--- config.mk ---
export PLATFORM = sky130hd
export DESIGN_NAME = idu_stage
export DESIGN_NICKNAME = d
export VERILOG_FILES = /design/src/rtl/idu_stage.sv
export SDC_FILE = /design/constraint.sdc
export NUM_CORES = 1
export LEC_CHECK = 0
export BUFFER_PORTS_ARGS = -buffer_cell sky130_fd_sc_hd__buf_4
export CAP_MARGIN = 20
export CORE_MARGIN = 8
export CORE_UTILIZATION = 23
export CTS_BUF_LIST = sky130_fd_sc_hd__clkbuf_8
export DETAILED_ROUTE_END_ITERATION = 7
export PLACE_DENSITY_LB_ADDON = 0.3
export SYNTH_ARGS = -nofsm -noshare
export SYNTH_HDL_FRONTEND = slang
export SYNTH_SLANG_ARGS = --single-unit
--- constraint.sdc ---
create_clock -name clk -period 11.8 [get_ports clk]
set_input_delay 2.36 -clock clk [delete_from_list [all_inputs] [get_ports clk]]
set_output_delay 2.36 -clock clk [all_outputs]
set_load 0.01 [all_outputs]
--- src/rtl/idu_stage.sv ---
// idu_stage: registered, handshaked RV32I (+ Zicsr subset) decode stage that
// sits between the IFU and the EXU.
//
// Each instruction offered by the IFU is decoded combinationally into a
// compact control bundle. The bundle holds encoded alu_op and class codes, the
// register fields, the sign-extended immediate, the CSR address and an illegal
// flag. The bundle is written into a small FIFO at the push edge. The EXU
// reads the head entry through a valid/ready handshake.
//
// Optional feature: define IDU_RV32M_EN to decode the RV32M multiply/divide
// group (OP with funct7=0x01). When the macro is undefined, those encodings
// are illegal.
//
// Ports:
//   clk, rst         core clock; synchronous active-high reset
//   in_valid/ready   IFU handshake (in_ready = occupancy below DEPTH)
//   in_inst, in_pc   instruction word and its PC
//   flush            drop every buffered entry and any same-cycle push
//   out_valid/ready  EXU handshake on the head entry
//   out_pc           PC of the head entry
//   out_rs1/rs2/rd   register address fields
//   out_imm          sign-extended immediate
//   out_csr          CSR address (SYSTEM only)
//   out_funct3       raw funct3 field
//   out_alu_op       encoded ALU operation
//   out_class        encoded instruction class
//   out_wen          GPR write-back enable
//   out_mem_valid    memory access
//   out_mem_wen      the memory access is a store
//   out_illegal      illegal encoding
//   out_count        current FIFO occupancy
module idu_stage #(
  parameter int PC_W  = 32,
  parameter int DEPTH = 2,
  parameter int CNT_W = $clog2(DEPTH) + 1
) (
  input  logic             clk,
  input  logic             rst,
  input  logic             in_valid,
  output logic             in_ready,
  input  logic [31:0]      in_inst,
  input  logic [PC_W-1:0]  in_pc,
  input  logic             flush,
  output logic             out_valid,
  input  logic             out_ready,
  output logic [PC_W-1:0]  out_pc,
  output logic [4:0]       out_rs1,
  output logic [4:0]       out_rs2,
  output logic [4:0]       out_rd,
  output logic [31:0]      out_imm,
  output logic [11:0]      out_csr,
  output logic [2:0]       out_funct3,
  output logic [4:0]       out_alu_op,
  output logic [3:0]       out_class,
  output logic             out_wen,
  output logic             out_mem_valid,
  output logic             out_mem_wen,
  output logic             out_illegal,
  output logic [CNT_W-1:0] out_count
);

  localparam int PTR_W = (DEPTH > 1) ? $clog2(DEPTH) : 1;

  localparam logic [6:0] OPC_OP     = 7'b0110011;
  localparam logic [6:0] OPC_OP_IMM = 7'b0010011;
  localparam logic [6:0] OPC_LOAD   = 7'b0000011;
  localparam logic [6:0] OPC_STORE  = 7'b0100011;
  localparam logic [6:0] OPC_BRANCH = 7'b1100011;
  localparam logic [6:0] OPC_JAL    = 7'b1101111;
  localparam logic [6:0] OPC_JALR   = 7'b1100111;
  localparam logic [6:0] OPC_LUI    = 7'b0110111;
  localparam logic [6:0] OPC_AUIPC  = 7'b0010111;
  localparam logic [6:0] OPC_SYSTEM = 7'b1110011;

  localparam logic [4:0] ALU_ADD  = 5'd0;
  localparam logic [4:0] ALU_SUB  = 5'd1;
  localparam logic [4:0] ALU_SLL  = 5'd2;
  localparam logic [4:0] ALU_SLT  = 5'd3;
  localparam logic [4:0] ALU_SLTU = 5'd4;
  localparam logic [4:0] ALU_XOR  = 5'd5;
  localparam logic [4:0] ALU_SRL  = 5'd6;
  localparam logic [4:0] ALU_SRA  = 5'd7;
  localparam logic [4:0] ALU_OR   = 5'd8;
  localparam logic [4:0] ALU_AND  = 5'd9;
  localparam logic [4:0] ALU_PASS = 5'd10;
`ifdef IDU_RV32M_EN
  localparam logic [4:0] ALU_MUL  = 5'd16;
`endif

  typedef enum logic [3:0] {
    CLS_ILLEGAL = 4'd0,
    CLS_ALU_R   = 4'd1,
    CLS_ALU_I   = 4'd2,
    CLS_LUI     = 4'd3,
    CLS_AUIPC   = 4'd4,
    CLS_LOAD    = 4'd5,
    CLS_STORE   = 4'd6,
    CLS_BRANCH  = 4'd7,
    CLS_JAL     = 4'd8,
    CLS_JALR    = 4'd9,
    CLS_ECALL   = 4'd10,
    CLS_EBREAK  = 4'd11,
    CLS_CSRRW   = 4'd12,
    CLS_CSRRS   = 4'd13
  } class_e;

  typedef struct packed {
    logic [PC_W-1:0] pc;
    logic [4:0]      rs1;
    logic [4:0]      rs2;
    logic [4:0]      rd;
    logic [31:0]     imm;
    logic [11:0]     csr;
    logic [2:0]      funct3;
    logic [4:0]      alu_op;
    logic [3:0]      cls;
    logic            wen;
    logic            mem_valid;
    logic            mem_wen;
    logic            illegal;
  } entry_t;

  entry_t           mem [DEPTH];
  logic [PTR_W-1:0] wr_ptr;
  logic [PTR_W-1:0] rd_ptr;
  logic [CNT_W-1:0] count;

  entry_t     dec;
  entry_t     head;
  class_e     cls;
  logic [4:0] alu;
  logic [31:0] imm;
  logic       legal;
  logic       wen_class;
  logic       push;
  logic       pop;

  logic [6:0]  opcode;
  logic [2:0]  funct3;
  logic [6:0]  funct7;
  logic [31:0] imm_i;
  logic [31:0] imm_s;
  logic [31:0] imm_b;
  logic [31:0] imm_u;
  logic [31:0] imm_j;

  assign opcode = in_inst[6:0];
  assign funct3 = in_inst[14:12];
  assign funct7 = in_inst[31:25];

  assign imm_i = {{20{in_inst[31]}}, in_inst[31:20]};
  assign imm_s = {{20{in_inst[31]}}, in_inst[31:25], in_inst[11:7]};
  assign imm_b = {{19{in_inst[31]}}, in_inst[31], in_inst[7], in_inst[30:25],
                  in_inst[11:8], 1'b0};
  assign imm_u = {in_inst[31:12], 12'b0};
  assign imm_j = {{11{in_inst[31]}}, in_inst[31], in_inst[19:12], in_inst[20],
                  in_inst[30:21], 1'b0};

  // funct3 selects the base operation for both OP and OP-IMM.
  // alt picks SUB over ADD and SRA over SRL.
  function automatic logic [4:0] alu_from_f3(input logic [2:0] f3, input logic alt);
    logic [4:0] op;
    case (f3)
      3'b000:  op = alt ? ALU_SUB : ALU_ADD;
      3'b001:  op = ALU_SLL;
      3'b010:  op = ALU_SLT;
      3'b011:  op = ALU_SLTU;
      3'b100:  op = ALU_XOR;
      3'b101:  op = alt ? ALU_SRA : ALU_SRL;
      3'b110:  op = ALU_OR;
      default: op = ALU_AND;
    endcase
    return op;
  endfunction

  function automatic logic [PTR_W-1:0] ptr_next(input logic [PTR_W-1:0] p);
    logic [PTR_W-1:0] n;
    if (p == PTR_W'(DEPTH - 1)) n = '0;
    else                        n = p + PTR_W'(1);
    return n;
  endfunction

  always_comb begin
    legal = 1'b1;
    cls   = CLS_ILLEGAL;
    alu   = ALU_ADD;
    imm   = '0;
    case (opcode)
      OPC_OP: begin
        cls = CLS_ALU_R;
        if (funct7 == 7'h00)
          alu = alu_from_f3(funct3, 1'b0);
        else if (funct7 == 7'h20 && (funct3 == 3'b000 || funct3 == 3'b101))
          alu = alu_from_f3(funct3, 1'b1);
`ifdef IDU_RV32M_EN
        else if (funct7 == 7'h01)
          alu = ALU_MUL + {2'b00, funct3};
`endif
        else
          legal = 1'b0;
      end
      OPC_OP_IMM: begin
        // For ADDI-style forms funct7 is part of the immediate.
        // Only the shift forms constrain it.
        cls = CLS_ALU_I;
        imm = imm_i;
        alu = alu_from_f3(funct3, funct3 == 3'b101 && funct7 == 7'h20);
        if (funct3 == 3'b001 && funct7 != 7'h00)
          legal = 1'b0;
        if (funct3 == 3'b101 && funct7 != 7'h00 && funct7 != 7'h20)
          legal = 1'b0;
      end
      OPC_LOAD: begin
        cls = CLS_LOAD;
        imm = imm_i;
        if (funct3 == 3'b011 || funct3 == 3'b110 || funct3 == 3'b111)
          legal = 1'b0;
      end
      OPC_STORE: begin
        cls = CLS_STORE;
        imm = imm_s;
        if (funct3 > 3'b010)
          legal = 1'b0;
      end
      OPC_BRANCH: begin
        cls = CLS_BRANCH;
        alu = ALU_SUB;
        imm = imm_b;
        if (funct3 == 3'b010 || funct3 == 3'b011)
          legal = 1'b0;
      end
      OPC_JAL: begin
        cls = CLS_JAL;
        imm = imm_j;
      end
      OPC_JALR: begin
        cls = CLS_JALR;
        imm = imm_i;
        if (funct3 != 3'b000)
          legal = 1'b0;
      end
      OPC_LUI: begin
        cls = CLS_LUI;
        alu = ALU_PASS;
        imm = imm_u;
      end
      OPC_AUIPC: begin
        cls = CLS_AUIPC;
        imm = imm_u;
      end
      OPC_SYSTEM: begin
        case (funct3)
          3'b000: begin
            if (in_inst == 32'h0000_0073)      cls = CLS_ECALL;
            else if (in_inst == 32'h0010_0073) cls = CLS_EBREAK;
            else                               legal = 1'b0;
          end
          3'b001:  cls = CLS_CSRRW;
          3'b010:  cls = CLS_CSRRS;
          default: legal = 1'b0;
        endcase
      end
      default: legal = 1'b0;
    endcase

    // An illegal encoding keeps its raw fields but carries no operation.
    if (!legal) begin
      cls = CLS_ILLEGAL;
      alu = ALU_ADD;
    end

    case (cls)
      CLS_ALU_R, CLS_ALU_I, CLS_LUI, CLS_AUIPC, CLS_LOAD,
      CLS_JAL, CLS_JALR, CLS_CSRRW, CLS_CSRRS: wen_class = 1'b1;
      default:                                  wen_class = 1'b0;
    endcase

    dec           = '0;
    dec.pc        = in_pc;
    dec.rs1       = in_inst[19:15];
    dec.rs2       = in_inst[24:20];
    dec.rd        = in_inst[11:7];
    dec.imm       = imm;
    dec.csr       = (opcode == OPC_SYSTEM) ? in_inst[31:20] : 12'h000;
    dec.funct3    = funct3;
    dec.alu_op    = alu;
    dec.cls       = cls;
    dec.wen       = wen_class && (in_inst[11:7] != 5'd0);
    dec.mem_valid = (cls == CLS_LOAD) || (cls == CLS_STORE);
    dec.mem_wen   = (cls == CLS_STORE);
    dec.illegal   = !legal;
  end

  // in_ready depends only on occupancy, so a pop while full never lets a
  // push through in the same cycle.
  assign in_ready  = (count < CNT_W'(DEPTH));
  assign out_valid = (count != '0);
  assign push      = in_valid && in_ready;
  assign pop       = out_valid && out_ready;

  // FIFO state. Reset also clears storage so every output reads zero.
  // Flush only rewinds the pointers, which hides whatever is stored.
  always_ff @(posedge clk) begin
    if (rst) begin
      count  <= '0;
      wr_ptr <= '0;
      rd_ptr <= '0;
      for (int i = 0; i < DEPTH; i++) mem[i] <= '0;
    end else if (flush) begin
      count  <= '0;
      wr_ptr <= '0;
      rd_ptr <= '0;
    end else begin
      if (push) begin
        mem[wr_ptr] <= dec;
        wr_ptr      <= ptr_next(wr_ptr);
      end
      if (pop) rd_ptr <= ptr_next(rd_ptr);
      if (push && !pop)      count <= count + CNT_W'(1);
      else if (pop && !push) count <= count - CNT_W'(1);
    end
  end

  assign head          = mem[rd_ptr];
  assign out_pc        = head.pc;
  assign out_rs1       = head.rs1;
  assign out_rs2       = head.rs2;
  assign out_rd        = head.rd;
  assign out_imm       = head.imm;
  assign out_csr       = head.csr;
  assign out_funct3    = head.funct3;
  assign out_alu_op    = head.alu_op;
  assign out_class     = head.cls;
  assign out_wen       = head.wen;
  assign out_mem_valid = head.mem_valid;
  assign out_mem_wen   = head.mem_wen;
  assign out_illegal   = head.illegal;
  assign out_count     = count;

endmodule

==> metrics.md <==
| Metric | Value |
|---|---|
| # diodes | `0` |
| Slew HR | `30.8%` |
| Die width | `225 µm` |
| WL/cell | `19.3 µm` |
| DR vias | `6572` |
| Largest net degree at the start of global routing | `73` |
| Register clock-pin slew on the reported worst setup and hold paths | `60 ps` |
| Switching power | `0.431 mW` |
| ANT nets after route | `0` |
| Worst setup path class | `flop to output port` |
| Tightest Pin Transition | `1040 ps` |
| DR WL met2 | `14000 µm` |
| Part of the power in registers | `52.0%` |
| Syn Nets | `824` |
| Setup Skew | `16.3 ps` |
| Period utilisation layout | `43.9%` |
| Combinational share of power | `11.1%` |
| Initial antenna violation count | `0` |
| Synth area leader | `edfxtp_1` |
| Post-synthesis mux area share | `11.9%` |
| Top-area cell type share of the netlist area | `63.6%` |
| I/O pin cnt | `180` |
| Max stage delay on crit path | `880 ps` |
| Share of the yosys chip area belonging to registers | `64.6%` |
| Gate Count Post-Synth | `754` |
| Endpoints failing hold | `0` |
| Largest family of logic cells by synthesized area | `simple AND/OR/NAND/NOR gates` |
| Max Cap Viol | `0` |
| Gr usage total | `11.5%` |
| CTS tree | `built` |
| CTS root buffer | `clkbuf_8` |
| Startpoint Class | `flop` |
| Number of flops mapped to enable cells by yosys | `212` |
| Primary FF master, synth | `edfxtp_1` |
| Unrepaired setup endpoints after global routing | `false` |
| P_int | `1.29 mW` |
| Remaining Overflow, GRT | `0` |
| Yosys warnings | `0` |
| Area grow syn2layout | `26.1%` |
| Std-Cell Rows | `76` |
| XOR/XNOR Fraction of Synth Area | `0.612%` |
| Buffers plus inverters on the worst setup path | `2` |
| Post-CTS setup buffers | `0` |
| Post-synthesis simple-gate area fraction | `16.4%` |
| WP data arrival | `2820 ps` |
| Top Layer Used | `met4` |
| Routed length on met1 | `13300 µm` |
| Starting Density | `23.3%` |
| Cts hold-fix bufs | `0` |
| Layout filler cell count | `4459` |
| CP Capture Type | `output port` |
| First-pass GRT wire length | `43900 µm` |
| HP Class | `flop to flop` |
| Final Setup Violations | `0` |
| Fin worst setup slack | `6620 ps` |
| Die H | `225 µm` |
| Clk_lat worst skew | `540 ps` |
| Critical path's top delay family | `buffers and inverters` |
| Commonest cells after routing, fill and taps aside | `edfxtp_1 (212), buf_4 (184), and2_1 (107)` |
| Pwr dens | `136 nW/µm²` |
| DRT Pass-1 Iters | `5` |
| Setup TNS | `0 ps` |
| Distinct cells, synth | `54` |
| Number of CTS-inserted buffers | `40` |
| Max clock buf depth | `3` |
| Die area | `50500 µm²` |
| Synth Area in Compound Gates | `4.02%` |
| CP most frequent cell | `buf_4` |
| Core ar. | `43000 µm²` |
| Vias in the first global route | `6864` |
| Switching share of power | `25.1%` |
| Met3 routed wirelength | `1940 µm` |
| Pins Over Slew Limit | `0` |
| Final wirelength | `29700 µm` |
| Post-Synth Adder-Cell Area | `0.125%` |
| Worst slack at placement | `5930 ps` |
| Lkg Pwr | `4.91 nW` |
| Largest cells by area after synthesis | `edfxtp_1 (64%), mux2_2 (12%), and2_1 (6.7%)` |
| Asr flop ratio synth | `0%` |
| Status | `complete, no violations` |
| Post-synthesis area per instance | `13.3 µm²` |
| Crit path cell chain | `buf_4, mux2_2, buf_4` |
| Most common cell after layout, fill and taps aside | `edfxtp_1` |
| Avg Vias per Cell | `4.27` |
| Fmax | `193 MHz` |
| Htree depth | `2` |
| Flops & latches, synth | `217` |
| Worst path slowest cell | `buf_4` |
| Buffers on Ports | `178` |
| Post-route DRC | `0` |
| CTS sink cnt | `217` |
| Share of cells above drive strength 1 | `36.9%` |
| Clock Power Share | `36.9%` |
| Post-Syn Area | `10000 µm²` |
| Max FO, Critical Path | `72` |
| Iter 0 DRT Violations | `591` |
| Detailed Place HPWL | `19600 µm` |
| Peak VDD IR | `0.0000494 V` |
| Critical Path RT | `9440 ps` |
| Period minus WS final | `5180 ps` |
| CTS resizes | `0` |
| Gpl congestion | `0.794` |
| Number of nets in the layout | `994` |
==> through the flow <==
stage          utilization (%)  total power, mW  instance area [µm²]  std cells  hold slack, ps
6_report                  29.4             1.72                12600       1538             593
5_1_grt                   29.4             1.80                12600       1538             614
4_1_cts                   29.4             1.75                12600       1538             590
3_5_place_dp              27.8             1.11                11900       1467             569
3_3_place_gp              27.8             1.11                11900       1467             543
2_1_floorplan                -             1.00                10000        754             520
==> cell usage after synthesis, types with 2 or more instances <==
master / count
inv_1: 4
edfxtp_1: 212
o211ai_1: 2
xor2_1: 4
nand3_1: 6
o21a_1: 2
nand4_1: 4
nand2_1: 14
or4_1: 2
a211oi_1: 2
and3_1: 40
or2_2: 3
and2_1: 107
nor3_2: 2
a21oi_1: 27
a31oi_1: 2
nand2b_1: 4
xnor2_1: 3
a21o_1: 2
nor3_1: 10
nor2b_1: 7
clkbuf_1: 53
a22oi_1: 5
mux2_2: 106
o21ai_0: 9
dfxtp_1: 5
nor2_1: 90
==> area by class of cell <==
type	count	area (µm²)	area share (%)
tap	585	732	5.80
multi-input combinational	477	3350	26.5
timing repair buffer	184	1380	10.9
clock inverter	30	121	0.961
clock buffer	41	564	4.47
inverter	4	15.0	0.119
sequential	217	6470	51.2
==> sequential cells by signal (all words and copies together), names as in the netlist, named ones only <==
register and flops:
mem 212, out_count 2, rd_ptr 1, wr_ptr 1
==> power groups by stage <==
| stage | combinational, mW | clock (mW) | sequential, mW |
|---|---|---|---|
| floorplan | 0.0925 | 0 | 0.910 |
| global placement | 0.196 | 0 | 0.910 |
| detailed placement | 0.196 | 0 | 0.911 |
| CTS | 0.197 | 0.661 | 0.896 |
| global route | 0.207 | 0.691 | 0.898 |
| finish | 0.190 | 0.635 | 0.895 |
==> layer usage <==
| metal | track usage, % | up-vias |
|---|---|---|
| li1 | - | 3073 |
| met1 | 15.0 | 3227 |
| met2 | 18.7 | 233 |
| met3 | 3.04 | 39 |
| met4 | 2.93 | 0 |
| met5 | 0 | - |
==> final timing paths <==
check                             startpoint         end  slack, ps  depth (start not counted)
worst min-delay path                  rd_ptr      rd_ptr        590                          2
worst max register to register  out_count[1]   mem[1][9]       8200                          4
worst max-delay path                    flop  out_csr[2]       6620                          3
worst min register to register        rd_ptr      rd_ptr        590                          2
==> tightest hold or removal path: cells and delay by family (launching register included) <==
family	cells	cell delay, ps
xor+xnor	1	80
simple gates	1	130
flops	1	330
==> logic make-up after synthesis <==
kind of cell | after synthesis
other | 1
adder cells (fa/ha/maj) | 1
buffers and inverters | 60
AND/OR/NAND/NOR | 299
XOR/XNOR | 7
multiplexers | 106
flip-flops | 217
AO/OA/AOI/OAI | 63
(Power assumes the default switching activity.)
